==> config.mk <==
export PLATFORM = sky130hd
export DESIGN_NAME = pcpi_muldiv_seq
export DESIGN_NICKNAME = d
export VERILOG_FILES = /design/src/rtl/pcpi_muldiv_seq.sv
export SDC_FILE = /design/constraint.sdc
export NUM_CORES = 1
export LEC_CHECK = 0
export ABC_AREA = 1
export CAP_MARGIN = 20
export CORE_MARGIN = 3
export CORE_UTILIZATION = 40
export DETAILED_ROUTE_END_ITERATION = 7
export PLACE_DENSITY = 0.65
export SLEW_MARGIN = 0
export SYNTH_ARGS = -nofsm -noshare
export SYNTH_HDL_FRONTEND = slang
export SYNTH_SLANG_ARGS = --single-unit
export TNS_END_PERCENT = 100
==> constraint.sdc <==
create_clock -name clk -period 23.1 [get_ports clk]
set_input_delay 3.465 -clock clk [delete_from_list [all_inputs] [get_ports clk]]
set_output_delay 3.465 -clock clk [all_outputs]
set_load 0.02 [all_outputs]
==> src/rtl/pcpi_muldiv_seq.sv <==
`default_nettype none
// ============================================================================
// Module   : pcpi_muldiv_seq
// Brief    : Sequential RV32M multiply/divide coprocessor on the PCPI port.
//            Define PCPI_MULDIV_DIV_EN to include the divide variants.
// Revision : 1.0  initial release
// ============================================================================
module pcpi_muldiv_seq #(
    parameter int STEPS_AT_ONCE = 1,
    parameter int CARRY_CHAIN   = 4
) (
    input  logic        clk,
    input  logic        reset,
    input  logic        pcpi_valid,
    input  logic [31:0] pcpi_insn,
    input  logic [31:0] pcpi_rs1,
    input  logic [31:0] pcpi_rs2,
    output logic        pcpi_wr,
    output logic [31:0] pcpi_rd,
    output logic        pcpi_wait,
    output logic        pcpi_ready
);

    typedef enum logic [1:0] {
        IDLE = 2'd0,
        RUN  = 2'd1,
        DONE = 2'd2
    } state_t;

    localparam logic [6:0] N_MUL  = 7'(32 / STEPS_AT_ONCE);
    localparam logic [6:0] N_MULH = 7'(64 / STEPS_AT_ONCE);
    localparam int         NSEG   = 64 / ((CARRY_CHAIN == 0) ? 64 : CARRY_CHAIN);

    state_t      state_q, state_d;
    logic [6:0]  cnt_q, cnt_d;
    logic [2:0]  op_q, op_d;
    logic [63:0] mcand_q, mcand_d;
    logic [63:0] mplier_q, mplier_d;
    logic [63:0] sum_q, sum_d;
    logic [63:0] car_q, car_d;
    logic [31:0] rd_q, rd_d;

    logic [2:0]  w_f3;
    logic        w_match;
    logic        w_s1, w_s2;
    logic [63:0] w_prod;
    logic [31:0] w_result;

    assign w_f3 = pcpi_insn[14:12];

`ifdef PCPI_MULDIV_DIV_EN
    assign w_match = pcpi_valid && (pcpi_insn[6:0] == 7'b0110011) &&
                     (pcpi_insn[31:25] == 7'b0000001);
`else
    assign w_match = pcpi_valid && (pcpi_insn[6:0] == 7'b0110011) &&
                     (pcpi_insn[31:25] == 7'b0000001) && !pcpi_insn[14];
`endif

    // MULH and MULHSU take rs1 as signed; only MULH takes rs2 as signed.
    assign w_s1 = ((w_f3[1:0] == 2'b01) || (w_f3[1:0] == 2'b10)) && pcpi_rs1[31];
    assign w_s2 = (w_f3[1:0] == 2'b01) && pcpi_rs2[31];

    logic [63:0] w_a [0:STEPS_AT_ONCE];
    logic [63:0] w_b [0:STEPS_AT_ONCE];
    logic [63:0] w_s [0:STEPS_AT_ONCE];
    logic [63:0] w_c [0:STEPS_AT_ONCE];

    assign w_a[0] = mcand_q;
    assign w_b[0] = mplier_q;
    assign w_s[0] = sum_q;
    assign w_c[0] = car_q;

    genvar s, g;
    generate
        for (s = 0; s < STEPS_AT_ONCE; s++) begin : g_step
            wire [63:0] w_add;
            wire [63:0] w_sn;
            wire [63:0] w_cn;

            assign w_add = w_b[s][0] ? w_a[s] : 64'd0;

            if (CARRY_CHAIN == 0) begin : g_csa
                assign w_sn = w_s[s] ^ w_c[s] ^ w_add;
                assign w_cn = ((w_s[s] & w_c[s]) | (w_s[s] & w_add) | (w_c[s] & w_add)) << 1;
            end else begin : g_chain
                localparam logic [CARRY_CHAIN-1:0] C_SEG_ONE = CARRY_CHAIN'(1);
                // Carries only ever sit on segment LSBs, so each segment sum fits CARRY_CHAIN+1 bits.
                assign w_cn[CARRY_CHAIN-1:0] = '0;
                for (g = 0; g < NSEG; g++) begin : g_seg
                    if (g == NSEG - 1) begin : g_top
                        assign w_sn[g*CARRY_CHAIN +: CARRY_CHAIN] =
                            w_s[s][g*CARRY_CHAIN +: CARRY_CHAIN] +
                            w_c[s][g*CARRY_CHAIN +: CARRY_CHAIN] +
                            w_add[g*CARRY_CHAIN +: CARRY_CHAIN];
                    end else begin : g_low
                        wire [CARRY_CHAIN:0] w_seg;
                        assign w_seg = {1'b0, w_s[s][g*CARRY_CHAIN +: CARRY_CHAIN]} +
                                       {1'b0, w_c[s][g*CARRY_CHAIN +: CARRY_CHAIN]} +
                                       {1'b0, w_add[g*CARRY_CHAIN +: CARRY_CHAIN]};
                        assign w_sn[g*CARRY_CHAIN +: CARRY_CHAIN] = w_seg[CARRY_CHAIN-1:0];
                        assign w_cn[(g+1)*CARRY_CHAIN +: CARRY_CHAIN] =
                            w_seg[CARRY_CHAIN] ? C_SEG_ONE : '0;
                    end
                end
            end

            assign w_a[s+1] = w_a[s] << 1;
            assign w_b[s+1] = w_b[s] >> 1;
            assign w_s[s+1] = w_sn;
            assign w_c[s+1] = w_cn;
        end
    endgenerate

    assign w_prod = w_s[STEPS_AT_ONCE] + w_c[STEPS_AT_ONCE];

`ifdef PCPI_MULDIV_DIV_EN
    localparam logic [6:0] N_DIV = 7'd32;

    logic [31:0] dvd_q, dvd_d;
    logic [31:0] dvs_q, dvs_d;
    logic [31:0] rem_q, rem_d;
    logic        negq_q, negq_d;
    logic        negr_q, negr_d;
    logic        dz_q, dz_d;

    logic        w_n1, w_n2;
    logic [32:0] w_rem_sh;
    logic        w_take;
    logic [31:0] w_rem_n, w_qmag, w_quot, w_rem_fin;

    assign w_n1 = !w_f3[0] && pcpi_rs1[31];
    assign w_n2 = !w_f3[0] && pcpi_rs2[31];

    // Restoring step: quotient bits shift into the dividend register from the bottom.
    assign w_rem_sh  = {rem_q, dvd_q[31]};
    assign w_take    = w_rem_sh >= {1'b0, dvs_q};
    assign w_rem_n   = w_take ? 32'(w_rem_sh - {1'b0, dvs_q}) : w_rem_sh[31:0];
    assign w_qmag    = {dvd_q[30:0], w_take};
    assign w_quot    = dz_q ? 32'hFFFF_FFFF : (negq_q ? -w_qmag : w_qmag);
    assign w_rem_fin = negr_q ? -w_rem_n : w_rem_n;
`endif

    always_comb begin
        w_result = w_prod[31:0];
        case (op_q)
            3'b001, 3'b010, 3'b011: w_result = w_prod[63:32];
`ifdef PCPI_MULDIV_DIV_EN
            3'b100, 3'b101:         w_result = w_quot;
            3'b110, 3'b111:         w_result = w_rem_fin;
`endif
            default: ;
        endcase
    end

    always_comb begin
        state_d  = state_q;
        cnt_d    = cnt_q;
        op_d     = op_q;
        mcand_d  = mcand_q;
        mplier_d = mplier_q;
        sum_d    = sum_q;
        car_d    = car_q;
        rd_d     = rd_q;
`ifdef PCPI_MULDIV_DIV_EN
        dvd_d    = dvd_q;
        dvs_d    = dvs_q;
        rem_d    = rem_q;
        negq_d   = negq_q;
        negr_d   = negr_q;
        dz_d     = dz_q;
`endif
        case (state_q)
            IDLE: begin
                if (w_match) begin
                    state_d  = RUN;
                    op_d     = w_f3;
                    mcand_d  = {{32{w_s1}}, pcpi_rs1};
                    mplier_d = {{32{w_s2}}, pcpi_rs2};
                    sum_d    = '0;
                    car_d    = '0;
                    cnt_d    = (w_f3[1:0] == 2'b00) ? N_MUL : N_MULH;
`ifdef PCPI_MULDIV_DIV_EN
                    if (w_f3[2]) cnt_d = N_DIV;
                    dvd_d  = w_n1 ? -pcpi_rs1 : pcpi_rs1;
                    dvs_d  = w_n2 ? -pcpi_rs2 : pcpi_rs2;
                    rem_d  = '0;
                    negq_d = w_n1 ^ w_n2;
                    negr_d = w_n1;
                    dz_d   = (pcpi_rs2 == 32'd0);
`endif
                end
            end
            RUN: begin
                // A withdrawn instruction wins over completion on the same edge.
                if (!pcpi_valid) begin
                    state_d = IDLE;
                end else begin
                    cnt_d    = cnt_q - 7'd1;
                    mcand_d  = w_a[STEPS_AT_ONCE];
                    mplier_d = w_b[STEPS_AT_ONCE];
                    sum_d    = w_s[STEPS_AT_ONCE];
                    car_d    = w_c[STEPS_AT_ONCE];
`ifdef PCPI_MULDIV_DIV_EN
                    dvd_d    = w_qmag;
                    rem_d    = w_rem_n;
`endif
                    if (cnt_q == 7'd1) begin
                        state_d = DONE;
                        rd_d    = w_result;
                    end
                end
            end
            DONE:    state_d = IDLE;
            default: state_d = IDLE;
        endcase
    end

    always_ff @(posedge clk or posedge reset) begin
        if (reset) begin
            state_q  <= IDLE;
            cnt_q    <= '0;
            op_q     <= '0;
            mcand_q  <= '0;
            mplier_q <= '0;
            sum_q    <= '0;
            car_q    <= '0;
            rd_q     <= '0;
`ifdef PCPI_MULDIV_DIV_EN
            dvd_q    <= '0;
            dvs_q    <= '0;
            rem_q    <= '0;
            negq_q   <= 1'b0;
            negr_q   <= 1'b0;
            dz_q     <= 1'b0;
`endif
        end else begin
            state_q  <= state_d;
            cnt_q    <= cnt_d;
            op_q     <= op_d;
            mcand_q  <= mcand_d;
            mplier_q <= mplier_d;
            sum_q    <= sum_d;
            car_q    <= car_d;
            rd_q     <= rd_d;
`ifdef PCPI_MULDIV_DIV_EN
            dvd_q    <= dvd_d;
            dvs_q    <= dvs_d;
            rem_q    <= rem_d;
            negq_q   <= negq_d;
            negr_q   <= negr_d;
            dz_q     <= dz_d;
`endif
        end
    end

    assign pcpi_wait  = (state_q == RUN);
    assign pcpi_ready = (state_q == DONE);
    assign pcpi_wr    = (state_q == DONE);
    assign pcpi_rd    = rd_q;

endmodule
`default_nettype wire
# Word level (Yosys, flattened, before mapping)
# Index checks and enable logic that the tools add are counted.
# word_totals
register_bits,300
elab_cells,106
# classes
n_addsub,34
n_reduce_logical,15
n_eq_ne,13
n_mux,36
# ops
cell,n
two-way mux 64 bit,8
one-hot mux 64 bit (2 select lines),4
adder 4 x 4 -> 5 bit,15
adder 5 x 4 -> 5 bit,15
adder 64 x 61 -> 64 bit,1
two-way mux 32 bit,1
two-way mux 7 bit,3
two-way mux 1 bit,15
"== test 7 x 1 -> 1 bit, second input constant",2
one-hot mux 7 bit (2 select lines),1
adder 4 bit,2
"== test 7 x 6 -> 1 bit, second input constant",1
"subtractor 7 x 1 -> 7 bit, second input constant",1
"== test 3 x 2 -> 1 bit, second input constant",2
two-way mux 2 bit,3
AND reduction 3 bit,2
logical AND 1 bit,5
"== test 2 x 1 -> 1 bit, second input constant",2
"== test 2 bit, second input constant",2
logical NOT 2 bit,2
"!= test 2 bit, second input constant",2
one-hot mux 2 bit (2 select lines),1
AND reduction 2 bit,2
"== test 3 x 1 -> 1 bit, second input constant",1
5 further kinds,5

# Logic depth before layout (Yosys ltp)
# logic_depth
ltp_word,6
ltp_mapped,26
ltp_nobuf,24

# Worst setup path before layout
# Ideal clock, no wire load.
# synth_timing
path_type,input port to flip-flop
startpoint,input port pcpi_insn[30]
endpoint,register mcand_q[34]
path_stages,9
arrival_ns,4.842
slack_ns,18.120
t_required_ns,22.961
setup_time_ns,0.139
n_path_buf,2
path_cell_list,or4_4 > nor2_4 > nand3_4 > clkinv_4 > nor2_4 > inv_6 > buf_12 > buf_2 > o221ai_1
# synth_via
elab_chain_cells,5
# synth_rtl
item,line_no,rtl
start: declaration,15,"input logic [31:0] pcpi_insn,"
== test 7 x 1 -> 1 bit,56,(pcpi_insn[31:25] == 7'b0000001) && !pcpi_insn[14];
logical AND 1 bit,55,assign w_match = pcpi_valid && (pcpi_insn[6:0] == 7'b0110011) &&
logical AND 1 bit,56,
!= test 2 bit (no line),n/a,
AND reduction 3 bit (no line),n/a,
end signal: assignment,240,mcand_q <= mcand_d;
end: declaration,37,"logic [63:0] mcand_q, mcand_d;"
# No other way between the ends.
# A chain may end at the register's enable or synchronous reset.

# Worst setup path in the final report
# layout_timing
startpoint,input port pcpi_valid
endpoint,register mcand_q[63]
# layout_via
elab_chain_cells,5
# layout_rtl
item,line_no,rtl
start: declaration,14,"input logic pcpi_valid,"
logical AND 1 bit (2 in a row),55,
logical AND 1 bit,56,
!= test 2 bit (no line),n/a,
AND reduction 3 bit (no line) (*),n/a,
# Every way passes the cells marked *; elsewhere a longest branch is shown, timed or not.

==> flow_summary.json <==
{
  "dr.pass1.iters": 5,
  "finalHoldViolCount": 0,
  "grt_pass1_vias": 15700,
  "grt_usage": 0.233,
  "fmax_mhz": 160,
  "cts_hold_buf": 0,
  "grt_max_degree": 123,
  "cts_buffer_depth": 3,
  "seq_area_frac_synth": 0.365,
  "place_area_um2": 18800,
  "insertion_delay_ps": 590,
  "slew_viol_final": 0,
  "clock-sinks": 251,
  "die_x_um": 214,
  "power.density_nw_per_um2": 62.8,
  "arrival_ps": 6740,
  "cts_resized": 0,
  "fillers": 4363,
  "worstMarginPinSlew_ps": 953,
  "finClkSkew_ps": 24.4,
  "post-route-period-util": 0.271,
  "yosysMostFrequentCell": "nand2_1",
  "routed_wl_um": 52400,
  "synth.distinct_cells": 54,
  "numCtsBuffers": 30,
  "finalWeightedCongestion": 0.999,
  "cap_violations": 0,
  "cts_setup_buffers": 0,
  "critPathKind": "primary input to register",
  "grt_setup_unrepaired": "false",
  "grt_pass1_wl_um": 84500,
  "drive_gt1_frac": 0.0408,
  "design_area_um2": 19700,
  "synth_edf_count": 0,
  "cp_slowest_stage_delay_ps": 890,
  "slew_headroom": 0.365,
  "vias": 16100,
  "setup_viol": 0,
  "final_nets": 2730,
  "synthesis.area_um2": 17200,
  "htree_levels": 1,
  "yosys_warnings": 0,
  "rr_startpoint": "mplier_q[0]",
  "drt_iter0_markers": 1232,
  "io_buffers": 118,
  "viasPerCell": 5.21,
  "syn_inst": 2455,
  "synthFlopType": "dfrtp_1",
  "avgSynthCellArea_um2": 7.02,
  "yosys-top-cells-area": "dfrtp_1 (36%), nand2_1 (14%), inv_1 (9.6%)",
  "dieArea_um2": 45600,
  "area_delta_synth_final_pct": 14.6,
  "yosys_register_bits": 251,
  "min_from": "pcpi_rd[5]",
  "crit_chain": "clkdlybuf4s50_1, nand4_1, nor4b_1, nand3_4, clkinv_4, nor2_4, inv_6, nand4_2, o211ai_1",
  "ant_nets": 0,
  "synth.top_cells.by_count": "nand2_1 (658), inv_1 (439), nor2_1 (265)",
  "synth_nets": 2653,
  "worstHoldPathType": "register to register",
  "timing.final.crit_period_ps": 6250,
  "fin_util": 0.468,
  "hpwl_um": 39900,
  "crit_path_end_kind": "register",
  "synth.top_cell.area_share": 0.365,
  "peakVddDrop_v": 0.0000572,
  "crit_slowest_cell": "nand4_2",
  "async_flop_share": 1.00,
  "holdWs_ps": 481,
  "startpoint_type": "primary input",
  "diodes": 0,
  "tns_ps": 0,
  "drc": 0,
  "wl_per_cell_um": 16.9,
  "initial_core_util": 0.408,
  "cp_data_required_time_ps": 23590,
  "yosys.area.top_type": "dfrtp_1",
  "cp_max_fo": 104,
  "antenna_found_initial": 0,
  "rows": 75,
  "p_leak_uw": 0.0103,
  "status": "finished, final reports clean",
  "cts_tree": "done",
  "grt.overflow.total": 0,
  "ios": 134,
  "cts_root_buf": "clkbuf_16",
  "cts.clk_slew.worst_paths_ps": 60,
  "die_y_um": 214,
  "core-area_um2": 42200,
  "cp-startpoint": "pcpi_valid"
}
-- worst paths after layout --
kind                               end  slack, ps  cells after the start
setup / recovery           mcand_q[63]      16850                      9
hold / removal              pcpi_rd[5]        480                      2
setup reg to reg           pcpi_rd[14]      18450                     20
hold reg to reg             pcpi_rd[5]        480                      2
max in group asynchronous  pcpi_rd[15]      18210                      3
min in group asynchronous  mplier_q[3]       3450                      2
-- metal layers --
layer,up-vias,GRT usage,routed length [um],share of wire
met3,69,0.0331,2690,0.051
li1,7967,-,-,-
met1,7657,0.332,24600,0.47
met2,410,0.381,23800,0.45
met4,0,0.0517,1240,0.024
met5,-,0,0,0
-- registers in the layout, indices dropped and copies added, names as in the netlist --
signal,cells
state_q,2
mcand_q,64
pcpi_rd,32
car_q,15
mplier_q,64
cnt_q,7
sum_q,64
op_q,3
-- layout by cell type, fill, tap and decap left out, drive strengths merged, types with 6 or more instances in the layout --
| cell | instances |
|---|---|
| o22ai | 45 |
| inv | 452 |
| clkinv | 9 |
| o211ai | 32 |
| a31oi | 32 |
| o221ai | 32 |
| nand2 | 662 |
| dfrtp | 251 |
| nand3 | 178 |
| a21oi | 126 |
| o21ai | 103 |
| nand3b | 6 |
| clkdlybuf4s50 | 118 |
| o21bai | 9 |
| xor2 | 8 |
| ha | 68 |
| buf | 10 |
| nor2 | 272 |
| nand4 | 25 |
| nor3 | 10 |
| fa | 31 |
| xnor2 | 9 |
| clkbuf | 42 |
-- where the power goes --
part	total, uW	leakage (uW)	switching, uW	internal [uW]
combinational	292	0.00694	195	97.0
clock	475	0.000485	191	284
sequential	472	0.00285	11.4	461
-- layout make-up --
type,count,area (um2),share of cell area
clock inverter,10,150,0.00760
timing repair buffer,128,1260,0.0636
inverter,454,1720,0.0873
sequential,251,6280,0.318
multi-input combinational,1667,8820,0.447
tap,539,674,0.0342
clock buffer,42,836,0.0423
-- worst max-delay path, delay by kind of cell --
family	cells	cell delay (ps)
compound gates	1	330
buf+inv	3	1140
simple gates	5	1700
-- cells by family (layout without fill, tap and decap cells) --
logic type               after synthesis  count (layout)  synth area share
AO/OA/AOI/OAI                        386             386             0.136
XOR/XNOR                              17              17            0.0108
adder cells (fa/ha/maj)               99              99            0.0854
buffers and inverters                537             634             0.124
flip-flops                           251             251             0.365
AND/OR/NAND/NOR                     1165            1165             0.279
-- stage by stage --
step                worst slack (ps)  cells  power (uW)
CTS                            16820   3091        1250
finish                         16850   3091        1240
global route                   16520   3091        1310
detailed placement             16210   3039         768
global placement               16180   3039         763
floorplan                      12740   2455         668
No activity file was read; power rests on OpenSTA's default activity.
